--- src/rtl/module_display_scan.sv ---
// rtl/module_display_scan.sv - multiplexed hex display scanner with frame-synchronous loads (optional LEADING_ZERO_BLANK_EN)
module module_display_scan #(
    parameter int CLK_FREQ  = 10_000_000,
    parameter int SCAN_FREQ = 1_000,
    parameter int N_DIGITS  = 8
) (
    input  logic                    clk_10Mhz_i,
    input  logic                    reset_i,
    input  logic [4*N_DIGITS-1:0]   data_i,
    input  logic                    load_i,
    input  logic [N_DIGITS-1:0]     en_mask_i,
    output logic [N_DIGITS-1:0]     anodo_o,
    output logic [6:0]              catodo_o,
    output logic                    load_ack_o,
    output logic                    frame_o
);

    localparam int DIV   = CLK_FREQ / SCAN_FREQ;
    localparam int CNT_W = (DIV > 1) ? $clog2(DIV) : 1;
    localparam int IDX_W = $clog2(N_DIGITS);

    localparam logic [CNT_W-1:0]    CNT_LAST = CNT_W'(DIV - 1);
    localparam logic [IDX_W-1:0]    IDX_LAST = IDX_W'(N_DIGITS - 1);
    localparam logic [N_DIGITS-1:0] ONE_HOT0 = N_DIGITS'(1);

    logic [CNT_W-1:0]      cnt;
    logic [IDX_W-1:0]      idx;
    logic                  tick;
    logic                  wrap;
    logic                  pend_vld;
    logic [4*N_DIGITS-1:0] pend_data;
    logic [4*N_DIGITS-1:0] disp_data;
    logic [3:0]            cur_nib;
    logic                  lz_ok;
    logic                  digit_on;

    function automatic logic [6:0] seg_decode(input logic [3:0] hex);
        logic [6:0] seg;
        case (hex)
            4'h0: seg = 7'h40;
            4'h1: seg = 7'h79;
            4'h2: seg = 7'h24;
            4'h3: seg = 7'h30;
            4'h4: seg = 7'h19;
            4'h5: seg = 7'h12;
            4'h6: seg = 7'h02;
            4'h7: seg = 7'h78;
            4'h8: seg = 7'h00;
            4'h9: seg = 7'h10;
            4'hA: seg = 7'h08;
            4'hB: seg = 7'h03;
            4'hC: seg = 7'h46;
            4'hD: seg = 7'h21;
            4'hE: seg = 7'h06;
            default: seg = 7'h0E;
        endcase
        return seg;
    endfunction

    // The last cycle of a digit slot; wrap marks the last slot of a whole frame.
    assign tick = (cnt == CNT_LAST);
    assign wrap = tick && (idx == IDX_LAST) && !reset_i;

    assign frame_o    = wrap;
    assign load_ack_o = wrap && (load_i || pend_vld);

    // Slot timer and digit index; reset restarts a full slot on digit 0.
    always_ff @(posedge clk_10Mhz_i) begin
        if (reset_i) begin
            cnt <= '0;
            idx <= '0;
        end else if (tick) begin
            cnt <= '0;
            idx <= (idx == IDX_LAST) ? '0 : idx + 1'b1;
        end else begin
            cnt <= cnt + 1'b1;
        end
    end

    // Loads wait in a pending buffer and only reach the display at a frame boundary, so a frame never mixes old and new data.
    always_ff @(posedge clk_10Mhz_i) begin
        if (reset_i) begin
            pend_vld  <= 1'b0;
            pend_data <= '0;
            disp_data <= '0;
        end else if (wrap) begin
            if (load_i) begin
                disp_data <= data_i;
            end else if (pend_vld) begin
                disp_data <= pend_data;
            end
            pend_vld <= 1'b0;
        end else if (load_i) begin
            pend_data <= data_i;
            pend_vld  <= 1'b1;
        end
    end

    assign cur_nib = disp_data[{idx, 2'b00} +: 4];

`ifdef LEADING_ZERO_BLANK_EN
    logic [IDX_W-1:0] hi_nz;

    // Highest nonzero nibble; digit 0 stays visible even when everything is zero.
    always_comb begin
        hi_nz = '0;
        for (int k = 1; k < N_DIGITS; k++) begin
            if (disp_data[4*k +: 4] != 4'h0) begin
                hi_nz = IDX_W'(k);
            end
        end
        lz_ok = (idx <= hi_nz);
    end
`else
    assign lz_ok = 1'b1;
`endif

    assign digit_on = en_mask_i[idx] && lz_ok;

    // Registered drive of anode select and segments for the current digit.
    always_ff @(posedge clk_10Mhz_i) begin
        if (reset_i) begin
            anodo_o  <= '1;
            catodo_o <= 7'h7F;
        end else if (digit_on) begin
            anodo_o  <= ~(ONE_HOT0 << idx);
            catodo_o <= seg_decode(cur_nib);
        end else begin
            anodo_o  <= '1;
            catodo_o <= 7'h7F;
        end
    end

endmodule

--- config.mk ---
export PLATFORM = sky130hd
export DESIGN_NAME = module_display_scan
export DESIGN_NICKNAME = d
export VERILOG_FILES = /design/src/rtl/module_display_scan.sv
export SDC_FILE = /design/constraint.sdc
export NUM_CORES = 1
export LEC_CHECK = 0
export BUFFER_PORTS_ARGS = -buffer_cell sky130_fd_sc_hd__buf_2
export CORE_ASPECT_RATIO = 1.1
export CORE_MARGIN = 2
export CORE_UTILIZATION = 51
export CTS_CLUSTER_DIAMETER = 200
export CTS_CLUSTER_SIZE = 30
export DETAILED_ROUTE_END_ITERATION = 12
export GPL_TIMING_DRIVEN = 0
export PLACE_DENSITY = 0.75
export SLEW_MARGIN = 20
export SYNTH_ARGS = -nofsm -noshare
export SYNTH_HDL_FRONTEND = slang
export SYNTH_SLANG_ARGS = --single-unit
--- constraint.sdc ---
create_clock -name clk_10Mhz_i -period 2.2 [get_ports clk_10Mhz_i]
set_clock_uncertainty 0.2 [all_clocks]
set_input_delay 0.11 -clock clk_10Mhz_i [delete_from_list [all_inputs] [get_ports clk_10Mhz_i]]
set_output_delay 0.11 -clock clk_10Mhz_i [all_outputs]
set_load 0.03 [all_outputs]
==> metrics, run 1 <==
VDD IR max about 0.00035 V; first-pass GRT wire length 16,570 um; Slew @ Worst Pin 0.8158 ns; Via density 5.301; post-layout instance area 5658 um^2; synth warn 0; setup violators final 7; Crit path buffers/inverters 3; Area Growth Syn to Fin 31.49%; # rows 35; Power Dens Cells approximately 580 nW/um^2; nature of the critical path endpoint flip-flop; share of layout cells above drive strength 1 0.2724; Final Hold Fails 0; Final Core Density 0.6836; register bit count reported by yosys 97; DRC 0; P_leak around 2.2 nW; Cells after DPL approximately 640; GP Congestion around 0.8; unrepaired setup endpoints after global routing yes; Worst EP arrival 2.36 ns; routed wire length roughly 10,000 um; Slew Limit Fails 0; final worst-path cycle share 1.058; die span in x 91.58 um; crit path kind reg -> reg; Hold Path Class in -> reg; Inserted Diodes 0; Worst-Skew Late Latency 0.36 ns; DR vias between 3,000 and 4,000; Syn Inst Count about 470; antenna viol nets, final 0; WL per Instance 14.84 um; slew margin rel. 0.4562; First-pass DRT Iterations 4; Setup WS post-layout -0.1283 ns; all-layer global routing usage 0.2270; initial antenna violation count 0; CTS tree built; CTS H-tree lvls 3; failing checks negative setup slack; fin cells roughly 700; Avg Inst Size Synth between 9 and 10 um^2; Netlist cell types 50; crit-path cells buf_6 -> buf_12 -> mux4_2 -> mux2i_4 -> inv_2 -> ha_4 -> mux2_4 -> nand2_1 -> o311ai_1; I/O pin count 60; max incr delay on CP ~0.54 ns; dpl cell area about 4800 um^2; slowest CP cell mux4_2; Clock Tree Buf Depth 2; clock root cell clkbuf_8; Synth Cell Area roughly 4300 um^2; starting DRC count in detailed routing around 190; Overflow after GRT 0; critical path startpoint category flip-flop; clk sinks 97; CP delay by family, top multiplexers; sequential area share after synthesis 0.4513; Die Ht between 100 and 150 um; Nets between 600 and 700; post-DP HPWL slightly below 7000 um; die area between 9000 and 10,000 um^2; cts bufs inserted 9; CP max FO 4; Achievable Freq around 0.43 GHz; Syn Nets 523; largest net degree at the start of global routing 17; Core Box Area 8277 um^2; PortBufs a little under 60; Reg clk slew, reported paths roughly 0.09 ns; WP data required between 2 and 2.5 ns; starting density of the core 0.5199; maxcap violations 0; vias in the first global route around 3,600; pre-CTS setup slack -0.2883 ns; status finished, violations left; Tmin final 2.328 ns
## kinds of logic after synthesis
kind of cell | synth area share
AO/OA/AOI/OAI | 0.1323
XOR/XNOR | 0.02239
adder cells (fa/ha/maj) | 0.03489
buffers and inverters | 0.04885
flip-flops | 0.4513
multiplexers | 0.1399
AND/OR/NAND/NOR | 0.1704
## report_power, final
group          switching (W)  leakage [nW]  internal, W  total (W)
logic               0.000163          1.32     0.000139   0.000302
clock network       0.000624        0.0929     0.000530    0.00115
registers          0.0000218         0.793      0.00180    0.00182
## synthesized netlist by cell type, drive strengths merged
cell type | count | area [um^2]
nor2 | 51 | 193.9
o21ai | 4 | 23.77
mux2 | 4 | 45.04
mux4 | 8 | 183.9
and3 | 2 | 12.51
or3b | 1 | 8.760
and2 | 2 | 12.51
nor2b | 2 | 12.51
mux2i | 36 | 372.9
o221ai | 3 | 26.28
o21a | 1 | 7.510
o22ai | 1 | 6.260
a22o | 1 | 8.760
a211oi | 34 | 255.2
o211ai | 1 | 7.510
nand2 | 83 | 311.6
or3 | 2 | 12.51
nor3 | 4 | 20.02
and4 | 2 | 17.52
nor3b | 2 | 15.01
a21oi | 40 | 200.2
clkinv | 1 | 3.750
o211a | 1 | 10.01
nand3 | 6 | 30.03
nand2b | 3 | 18.77
buf | 15 | 107.6
o21bai | 1 | 7.510
nor4b | 2 | 23.77
xnor2 | 3 | 26.28
nor4 | 1 | 6.260
nand4 | 5 | 31.28
clkbuf | 18 | 68.81
o311ai | 1 | 8.760
ha | 12 | 150.1
o31ai | 1 | 7.510
or2 | 1 | 6.260
inv | 8 | 30.03
xor2 | 8 | 70.07
dfxtp | 97 | 1942
## what timing repair did
action	4_1_cts	5_1_grt
pin swaps	3	13
gates cloned	0	0
endpoints found under the setup margin	77	71
hold buffers	32	0
setup buffers	14	3
gates resized for setup	20	42
endpoints found under the hold margin	62	0
## final timing paths
| kind | from | to | slack, ns | cells past startpoint |
|---|---|---|---|---|
| worst max-delay path | idx[0] | catodo_o[4] | -0.13 | 9 |
| worst min-delay path | reset_i | pend_data[8] | 0.07 | 5 |
| worst max register to register | idx[0] | catodo_o[4] | -0.13 | 9 |
| worst min register to register | cnt[0] | cnt[0] | 0.26 | 1 |
## final cells by class
| cell class | count | area [um^2] |
|---|---|---|
| Fill cell | 621 | 2619 |
| Clock buffer | 10 | 127.6 |
| Timing Repair Buffer | 107 | 772.0 |
| Buffer | 33 | 217.7 |
| Multi-Input combinational cell | 329 | 2350 |
| Inverter | 9 | 33.78 |
| Clock inverter | 6 | 67.56 |
| Sequential cell | 97 | 1951 |
| Tap cell | 111 | 138.9 |
## sequential cells by signal (all words and copies together) (netlist names)
register / count
anodo_o: 8
pend_vld: 1
catodo_o: 7
idx: 3
cnt: 14
pend_data: 32
disp_data: 32
## tightest hold or removal path, cell delays in order
cell and delay (ns):
buf_2 0.10, nand2b_4 0.15, o21ai_2 0.09, nand2_1 0.07, a21oi_1 0.05
## routing by layer
layer  track usage  vias up  wire (um)  part of all wire
li1              -     1864          -                 -
met3       0.03378       19        433             0.042
met5             0        -          0                 0
met2        0.3982       89       5346              0.51
met1        0.2804     1749       4449              0.43
met4       0.09207        0        186             0.018
## per-stage QoR
| stage | setup TNS (ns) | total power [W] | hold WS [ns] |
|---|---|---|---|
| after floorplan | -0.1959 | 0.002009 | 0.04596 |
| after global placement | -3.222 | 0.002097 | 0.1615 |
| after detailed placement | -7.334 | 0.002107 | 0.1683 |
| after CTS | -0.4959 | 0.003271 | 0.1258 |
| after global routing | -2.065 | 0.003399 | 0.1032 |
| final | -0.5432 | 0.003277 | 0.07178 |
## cell usage in the layout (no fill, tap or decap), types with 9 or more instances in the layout
| cell type | n |
|---|---|
| buf_2 | 61 |
| clkbuf_1 | 14 |
| nand2_1 | 82 |
| dfxtp_1 | 92 |
| mux2i_1 | 35 |
| a211oi_1 | 25 |
| a21oi_1 | 38 |
| buf_4 | 13 |
| buf_6 | 10 |
| nor2_1 | 50 |
| clkbuf_8 | 9 |
| dlygate4sd3_1 | 32 |
| a211oi_2 | 9 |
Note: power is estimated with default switching activity, not from simulation.
==> run 2: changes to the inputs <==
--- a/config.mk
+++ b/config.mk
@@ -5,7 +5,7 @@
 export SDC_FILE = /design/constraint.sdc
 export NUM_CORES = 1
 export LEC_CHECK = 0
-export BUFFER_PORTS_ARGS = -buffer_cell sky130_fd_sc_hd__buf_2
+export BUFFER_PORTS_ARGS = -buffer_cell sky130_fd_sc_hd__buf_4
 export CORE_ASPECT_RATIO = 1.1
 export CORE_MARGIN = 2
 export CORE_UTILIZATION = 51
==> run 2 against run 1 <==
Non-clock buffer count is 7 higher. Maximum frequency is 1.7% lower. The flow still finishes with violations (negative setup slack). Worst setup slack worse by 0.040 ns. Die area stayed put. Via count is 2.5% higher. Clock power is 11% higher. Worst hold slack worse by 0.021 ns.
==> metrics, run 2 (synthesis results as in run 1) <==
PortBufs 58 (unchanged); Combinational Power Share 0.096 (+0.004); slowest CP cell mux4_2; first-pass GRT wire length 17,310 um (+4.4%); CTS H-tree lvls 3 (unchanged); biggest regs disp_data (32), pend_data (32), cnt (14); antenna viol nets, final 0 (unchanged); CP max FO 4 (unchanged); First-pass DRT Iterations 5 (+1); Die Ht 100.3 um (unchanged); Final Hold Fails 0 (unchanged); Sw Pwr 0.0007983 W (-1.3%); # rows 35 (unchanged); DRC 0 (unchanged); sequential share of power 0.531 (-0.025); critical path startpoint category flip-flop; Switching Fraction 0.2327 (-0.01417); CTS tree built; final worst-path cycle share 1.076 (+0.01798); M1 WL 4536 um (+2.0%); Clock power frac 0.374 (+0.022); starting DRC count in detailed routing 172 (-9.9%); failing checks negative setup slack; Worst EP arrival 2.39 ns (+0.03 ns); GP Congestion 0.8436 (+4.4%); Hold Path Class in -> reg; Slew @ Worst Pin 0.7927 ns (-0.02307 ns); nature of the critical path endpoint flip-flop; commonest non-fill, non-tap cell in the layout dfxtp_1; met2 routed WL 5656 um (+5.8%); P_leak 2.324 nW (+5.3%); Slew Limit Fails 0 (unchanged); Power Dens Cells 581.7 nW/um^2 (+0.44%); metal3 WL 415 um (-4.2%); status finished, violations left; post-layout instance area 5897 um^2 (+4.2%); crit-path cells buf_6 -> buf_12 -> mux4_2 -> mux2i_4 -> inv_2 -> ha_4 -> mux2_4 -> nand2_4 -> o311ai_4; Setup WS post-layout -0.1679 ns (-0.03956 ns); unrepaired setup endpoints after global routing yes; setup violators final 6 (-1); maxcap violations 0 (unchanged); most frequent cells in the layout 92 x dfxtp_1, 82 x nand2_1, 80 x buf_4; dpl cell area 4897 um^2 (+3.1%); Inserted Diodes 0 (unchanged); Area Growth Syn to Fin 37.05%; FILL cells 606 (-2.4%); vias in the first global route 3,719 (+3.4%); die area 9189 um^2 (unchanged); Tmin final 2.368 ns (+0.03956 ns); Reg clk slew, reported paths 0.09 ns (about the same); setup TNS -0.7015 ns (-0.1582 ns); crit path kind reg -> reg; post-DP HPWL 7013 um (+0.94%); Internal Power 0.002632 W (+6.7%); Core Box Area 8277 um^2 (unchanged); Achievable Freq 0.4223 GHz (-1.7%); all-layer global routing usage 0.2359 (+0.008860); Via density 5.379 (+1.5%); share of layout cells above drive strength 1 0.2843 (+0.01186); max incr delay on CP 0.53 ns (about the same); clk sinks 97 (unchanged); initial antenna violation count 0 (unchanged); DR vias 3,814 (+2.5%); Nets 648 (+1.1%); largest net degree at the start of global routing 16 (-1); routed wire length 10,840 um (+4.1%); top sig layer met4; cts bufs inserted 9 (unchanged); slew margin rel. 0.4715 (+0.01538); I/O pin count 60 (unchanged); WL per Instance 15.29 um (+3.1%); die span in x 91.58 um (unchanged); clock root cell clkbuf_8; worst reg2reg setup slack -0.17 ns (-0.04 ns); WP data required 2.22 ns (about the same); Overflow after GRT 0 (unchanged); Worst-Skew Late Latency 0.36 ns (about the same); Clock Tree Buf Depth 2 (unchanged); starting density of the core 0.5199 (unchanged); VDD IR max 0.0003347 V (-4.3%)
## run 2: cell count changes in the layout (fill, tap and decap cells not counted), moves of 2 or more
cell | previous run | this run
clkbuf_4 | 4 | 1
buf_6 | 10 | 8
a21oi_1 | 38 | 36
a211oi_1 | 25 | 28
buf_2 | 61 | 6
a21oi_2 | 2 | 4
a211oi_2 | 9 | 6
buf_4 | 13 | 80
buf_8 | 1 | 3
## run 2: path summary, 6_finish.rpt
| path | start | endpoint | depth (start not counted) |
|---|---|---|---|
| worst max register to register | idx[0] | catodo_o[4] | 9 |
| worst min register to register | cnt[0] | cnt[0] | 1 |
| worst min-delay path | reset_i | pend_data[8] | 5 |
| worst max-delay path | idx[0] | catodo_o[4] | 9 |
## run 2: cell type report
type                    count  area [um^2]  share of cell area
plain buffers              31        209.0             0.03543
clock buffers              11        141.4             0.02398
clock inverters             5        78.83             0.01337
inverters                   9        40.04            0.006790
multi-input cells         329         2366              0.4012
flip-flops and latches     97         1953              0.3312
well taps                 111        138.9             0.02355
repair buffers            116        969.7              0.1644
## run 2: through the flow
| step | setup WS (ns) | hold slack (ns) | std cells | util | total power [W] |
|---|---|---|---|---|---|
| 2_1_floorplan | -0.09500 | 0.04596 | 468 | - | 0.002009 |
| 3_3_place_gp | -0.2514 | 0.1668 | 637 | 0.5917 | 0.002122 |
| 3_5_place_dp | -0.2969 | 0.1764 | 637 | 0.5917 | 0.002130 |
| 4_1_cts | -0.1379 | 0.02346 | 701 | 0.6869 | 0.003427 |
| 5_1_grt | -0.2516 | 0.07157 | 709 | 0.7125 | 0.003544 |
| 6_report | -0.1679 | 0.05122 | 709 | 0.7125 | 0.003430 |
## run 2: critical path: cells and delay by family (launching register included)
| family | cells | cell delay (ns) |
|---|---|---|
| multiplexers | 3 | 1.01 |
| flip-flops | 1 | 0.35 |
| buffers and inverters | 3 | 0.32 |
| adder cells (fa/ha/maj) | 1 | 0.18 |
| AO/OA/AOI/OAI | 1 | 0.09 |
| AND/OR/NAND/NOR | 1 | 0.07 |
## run 2: power by group through the flow
stage / combinational [W] / sequential (W) / clock, W
2_1_floorplan: 0.000139 / 0.00187 / 0
3_3_place_gp: 0.000263 / 0.00186 / 0
3_5_place_dp: 0.000269 / 0.00186 / 0
4_1_cts: 0.000317 / 0.00182 / 0.00129
5_1_grt: 0.000356 / 0.00183 / 0.00136
6_report: 0.000328 / 0.00182 / 0.00128
## run 2: what timing repair did
item	in CTS	in global routing
pin swaps	8	7
setup buffers	17	9
hold buffers	32	0
setup endpoints to repair	77	51
endpoints found under the hold margin	64	0
resized for setup	29	39
## run 2: metal layers
| layer | track usage | vias up |
|---|---|---|
| met1 | 0.2791 | 1826 |
| met5 | 0 | - |
| met4 | 0.09441 | 0 |
| met2 | 0.4344 | 92 |
| met3 | 0.02778 | 22 |
| li1 | - | 1874 |
==> run 3: changes to the inputs <==
--- a/config.mk
+++ b/config.mk
@@ -5,15 +5,16 @@
 export SDC_FILE = /design/constraint.sdc
 export NUM_CORES = 1
 export LEC_CHECK = 0
+export ABC_AREA = 1
 export BUFFER_PORTS_ARGS = -buffer_cell sky130_fd_sc_hd__buf_4
 export CORE_ASPECT_RATIO = 1.1
 export CORE_MARGIN = 2
-export CORE_UTILIZATION = 51
+export CORE_UTILIZATION = 52
 export CTS_CLUSTER_DIAMETER = 200
 export CTS_CLUSTER_SIZE = 30
 export DETAILED_ROUTE_END_ITERATION = 12
 export GPL_TIMING_DRIVEN = 0
-export PLACE_DENSITY = 0.75
+export PLACE_DENSITY = 0.74
 export SLEW_MARGIN = 20
 export SYNTH_ARGS = -nofsm -noshare
 export SYNTH_HDL_FRONTEND = slang
==> run 3 against run 2 <==
The run now ends clean. Worst hold slack gained 0.073 ns. Synthesized area rose by 12%. Die area rose by 9.4%. Clock-buffer cell count unchanged. Critical endpoint is now load_ack_o. Largest cell class unchanged.
==> metrics, run 3 <==
biggest regs disp_data (32), pend_data (32), cnt (14); DRC 0 (unchanged); nature of the critical path endpoint output port; Synth top cells by count 121 x nand2_1, 111 x nand3_1, 97 x dfxtp_1; most frequent cells in the layout 120 x nand2_1, 111 x nand3_1, 95 x dfxtp_1; unrepaired setup endpoints after global routing no; post-DP HPWL 8377 um (+19%); first-pass GRT wire length 20,080 um (+16%); # rows 36 (+2.9%); Achievable Freq 0.4775 GHz (+13%); Worst setup startpoint cnt[0]; setup violators final 0 (-6); reg-to-reg endpoint pend_vld; CP max FO 3 (-1); routed wire length 11,800 um (+8.8%); EDFF count, synth 0 (unchanged); Worst EP arrival 1.78 ns (-0.61 ns); CTS tree built; Setup WS post-layout 0.1056 ns (+0.2734 ns); CP Capture Point load_ack_o; Overflow after GRT 0 (unchanged); DR vias 4,546 (+19%); Avg Inst Size Synth 7.658 um^2 (-17%); PortBufs 59 (+1.7%); Nets 788 (+22%); Tmin final 2.094 ns (-0.2734 ns); starting density of the core 0.5401 (+0.02024); post-synth top area share 0.4031 (-0.04818); Die Ht 104.9 um (+4.6%); clock root cell clkbuf_8; CTS H-tree lvls 3 (unchanged); die area 10,050 um^2 (+9.4%); First-pass DRT Iterations 5 (unchanged); post-layout instance area 5944 um^2 (+0.81%); hold slack 0.1240 ns (+0.07279 ns); Worst-Skew Late Latency 0.36 ns (about the same); WL per Instance 13.92 um (-9.0%); Synth Cell Area 4817 um^2 (+12%); I/O pin count 60 (unchanged); initial antenna violation count 0 (unchanged); maxcap violations 0 (unchanged); sequential area share after synthesis 0.4031 (-0.04818); Final Core Density 0.6665 (-0.04595); Power Dens Cells 557.1 nW/um^2 (-4.2%); starting DRC count in detailed routing 304 (+77%); vias in the first global route 4,381 (+18%); reg2reg start idx[1]; WP data required 1.89 ns (-0.33 ns); GP Congestion 0.8849 (+4.9%); commonest non-fill, non-tap cell in the layout nand2_1; die span in x 95.77 um (+4.6%); cell with the most instances after synthesis nand2_1; final worst-path cycle share 0.9520 (-0.1243); Via density 5.361 (-0.34%); clk sinks 97 (unchanged); Core Box Area 8919 um^2 (+7.8%); antenna viol nets, final 0 (unchanged); worst reg2reg setup slack 0.15 ns (+0.32 ns); status finished, final reports clean; Slew @ Worst Pin 0.7251 ns (-0.06760 ns); Netlist cell types 30 (-40%); Internal Power 0.002526 W (-4.0%); P_leak 2.357 nW (+1.4%); Clock power frac 0.335 (-0.039); pre-CTS setup slack -0.08305 ns (+0.2138 ns); Final Hold Fails 0 (unchanged); Switching Fraction 0.2371 (+0.004321); Combinational Power Share 0.115 (+0.019); dpl cell area 5403 um^2 (+10%); postcts setup bufs 0 (-17); sequential share of power 0.550 (+0.019); Reg clk slew, reported paths 0.09 ns (about the same); Synth area leader dfxtp_1; largest net degree at the start of global routing 14 (-2); Syn Nets 684 (+31%); Syn Inst Count 629 (+34%); Post-synth top flop dfxtp_1; fraction of registers with async set/reset 0 (unchanged); ranking of synthesized cells by area dfxtp_1 40%, nand3_1 12%, nand2_1 9.4%; Clock Tree Buf Depth 2 (unchanged); VDD IR max 0.0002668 V (-20%); all-layer global routing usage 0.2497 (+0.01377); Area Growth Syn to Fin 23.40%; register bit count reported by yosys 97 (unchanged); share of layout cells above drive strength 1 0.2371 (-0.04722); setup TNS 0 ns (+0.7015 ns); Inserted Diodes 0 (unchanged); Hold Path Class in -> reg; Slew Limit Fails 0 (unchanged); Worst Reg-to-Reg Cells 6 (-3); slew margin rel. 0.5166 (+0.04507); critical path startpoint category flip-flop; crit path kind reg -> out; synth warn 0 (unchanged); cts bufs inserted 9 (unchanged); Sw Pwr 0.0007851 W (-1.7%)
-- run 3: cell types whose count changed in the layout (fill, tap and decap cells not counted), moves of 15 or more --
cell | previous run | this run
a211oi_1 | 28 | 0
nand2_1 | 82 | 120
mux2i_1 | 35 | 0
a21oi_2 | 4 | 20
buf_4 | 80 | 65
mux2_2 | 2 | 32
inv_1 | 5 | 40
a21oi_1 | 36 | 53
nand3_1 | 6 | 111
-- run 3: power by group through the flow --
stage	Combinational, W	Sequential (W)	Clock [W]
floorplan	0.000187	0.00187	0
global placement	0.000318	0.00186	0
detailed placement	0.000325	0.00186	0
CTS	0.000376	0.00182	0.00112
global route	0.000414	0.00183	0.00119
finish	0.000381	0.00182	0.00111
-- run 3: per-layer routing --
layer,share of wire,track usage
met1,0.45,0.3282
met2,0.48,0.4126
met3,0.050,0.03389
met4,0.024,0.09184
met5,0,0
-- run 3: metrics by stage --
stage / instances / power, W
6_report: 848 / 0.003311
5_1_grt: 848 / 0.003436
4_1_cts: 849 / 0.003319
3_5_place_dp: 802 / 0.002187
3_3_place_gp: 802 / 0.002177
2_1_floorplan: 629 / 0.002059
-- run 3: critical path: stages, from the launching register on --
cell,delay (ns)
dfxtp_2,0.34
ha_1,0.18
nand2_1,0.08
nor2_2,0.12
nand2_1,0.11
nor4_2,0.15
nand3_1,0.15
nor2_1,0.12
buf_4,0.17
-- run 3: kinds of logic (layout without fill, tap and decap cells) --
| group | after synthesis | after routing | share of synthesized area |
|---|---|---|---|
| xor gates and xnor gates | 3 | 3 | 0.005456 |
| muxes | 32 | 32 | 0.07481 |
| buffers and inverters | 83 | 188 | 0.07688 |
| and+or+nand+nor | 314 | 314 | 0.3005 |
| AOI/OAI and AO/OA | 88 | 88 | 0.1081 |
| adders and majority gates | 12 | 12 | 0.03117 |
| DFF | 97 | 97 | 0.4031 |
-- run 3: worst min path at each step --
stage | start | to | slack [ns] | cells past startpoint
after floorplan | load_i | pend_vld | 0.06 | 2
after global placement | data_i[22] | pend_data[22] | 0.20 | 3
after detailed placement | data_i[25] | pend_data[25] | 0.21 | 3
after CTS | en_mask_i[0] | catodo_o[1] | 0.11 | 6
after global routing | en_mask_i[0] | catodo_o[6] | 0.14 | 6
final | en_mask_i[0] | catodo_o[1] | 0.12 | 6
-- run 3: area by class of cell --
type                    count  area, um^2
repair buffers             94       793.3
clock buffers              11       141.4
fillers                   783        2974
flip-flops and latches     97        1944
inverters                  45       168.9
well taps                 114       142.6
plain buffers              37       202.7
multi-input cells         449        2521
clock inverters             1       30.03
-- run 3: repair_timing --
| action | in CTS | in global routing |
|---|---|---|
| hold endpoints to repair | 44 | 0 |
| endpoints found under the setup margin | 7 | 45 |
| pin swaps | 1 | 1 |
| gates resized for setup | 2 | 6 |
| hold buffers | 35 | 0 |
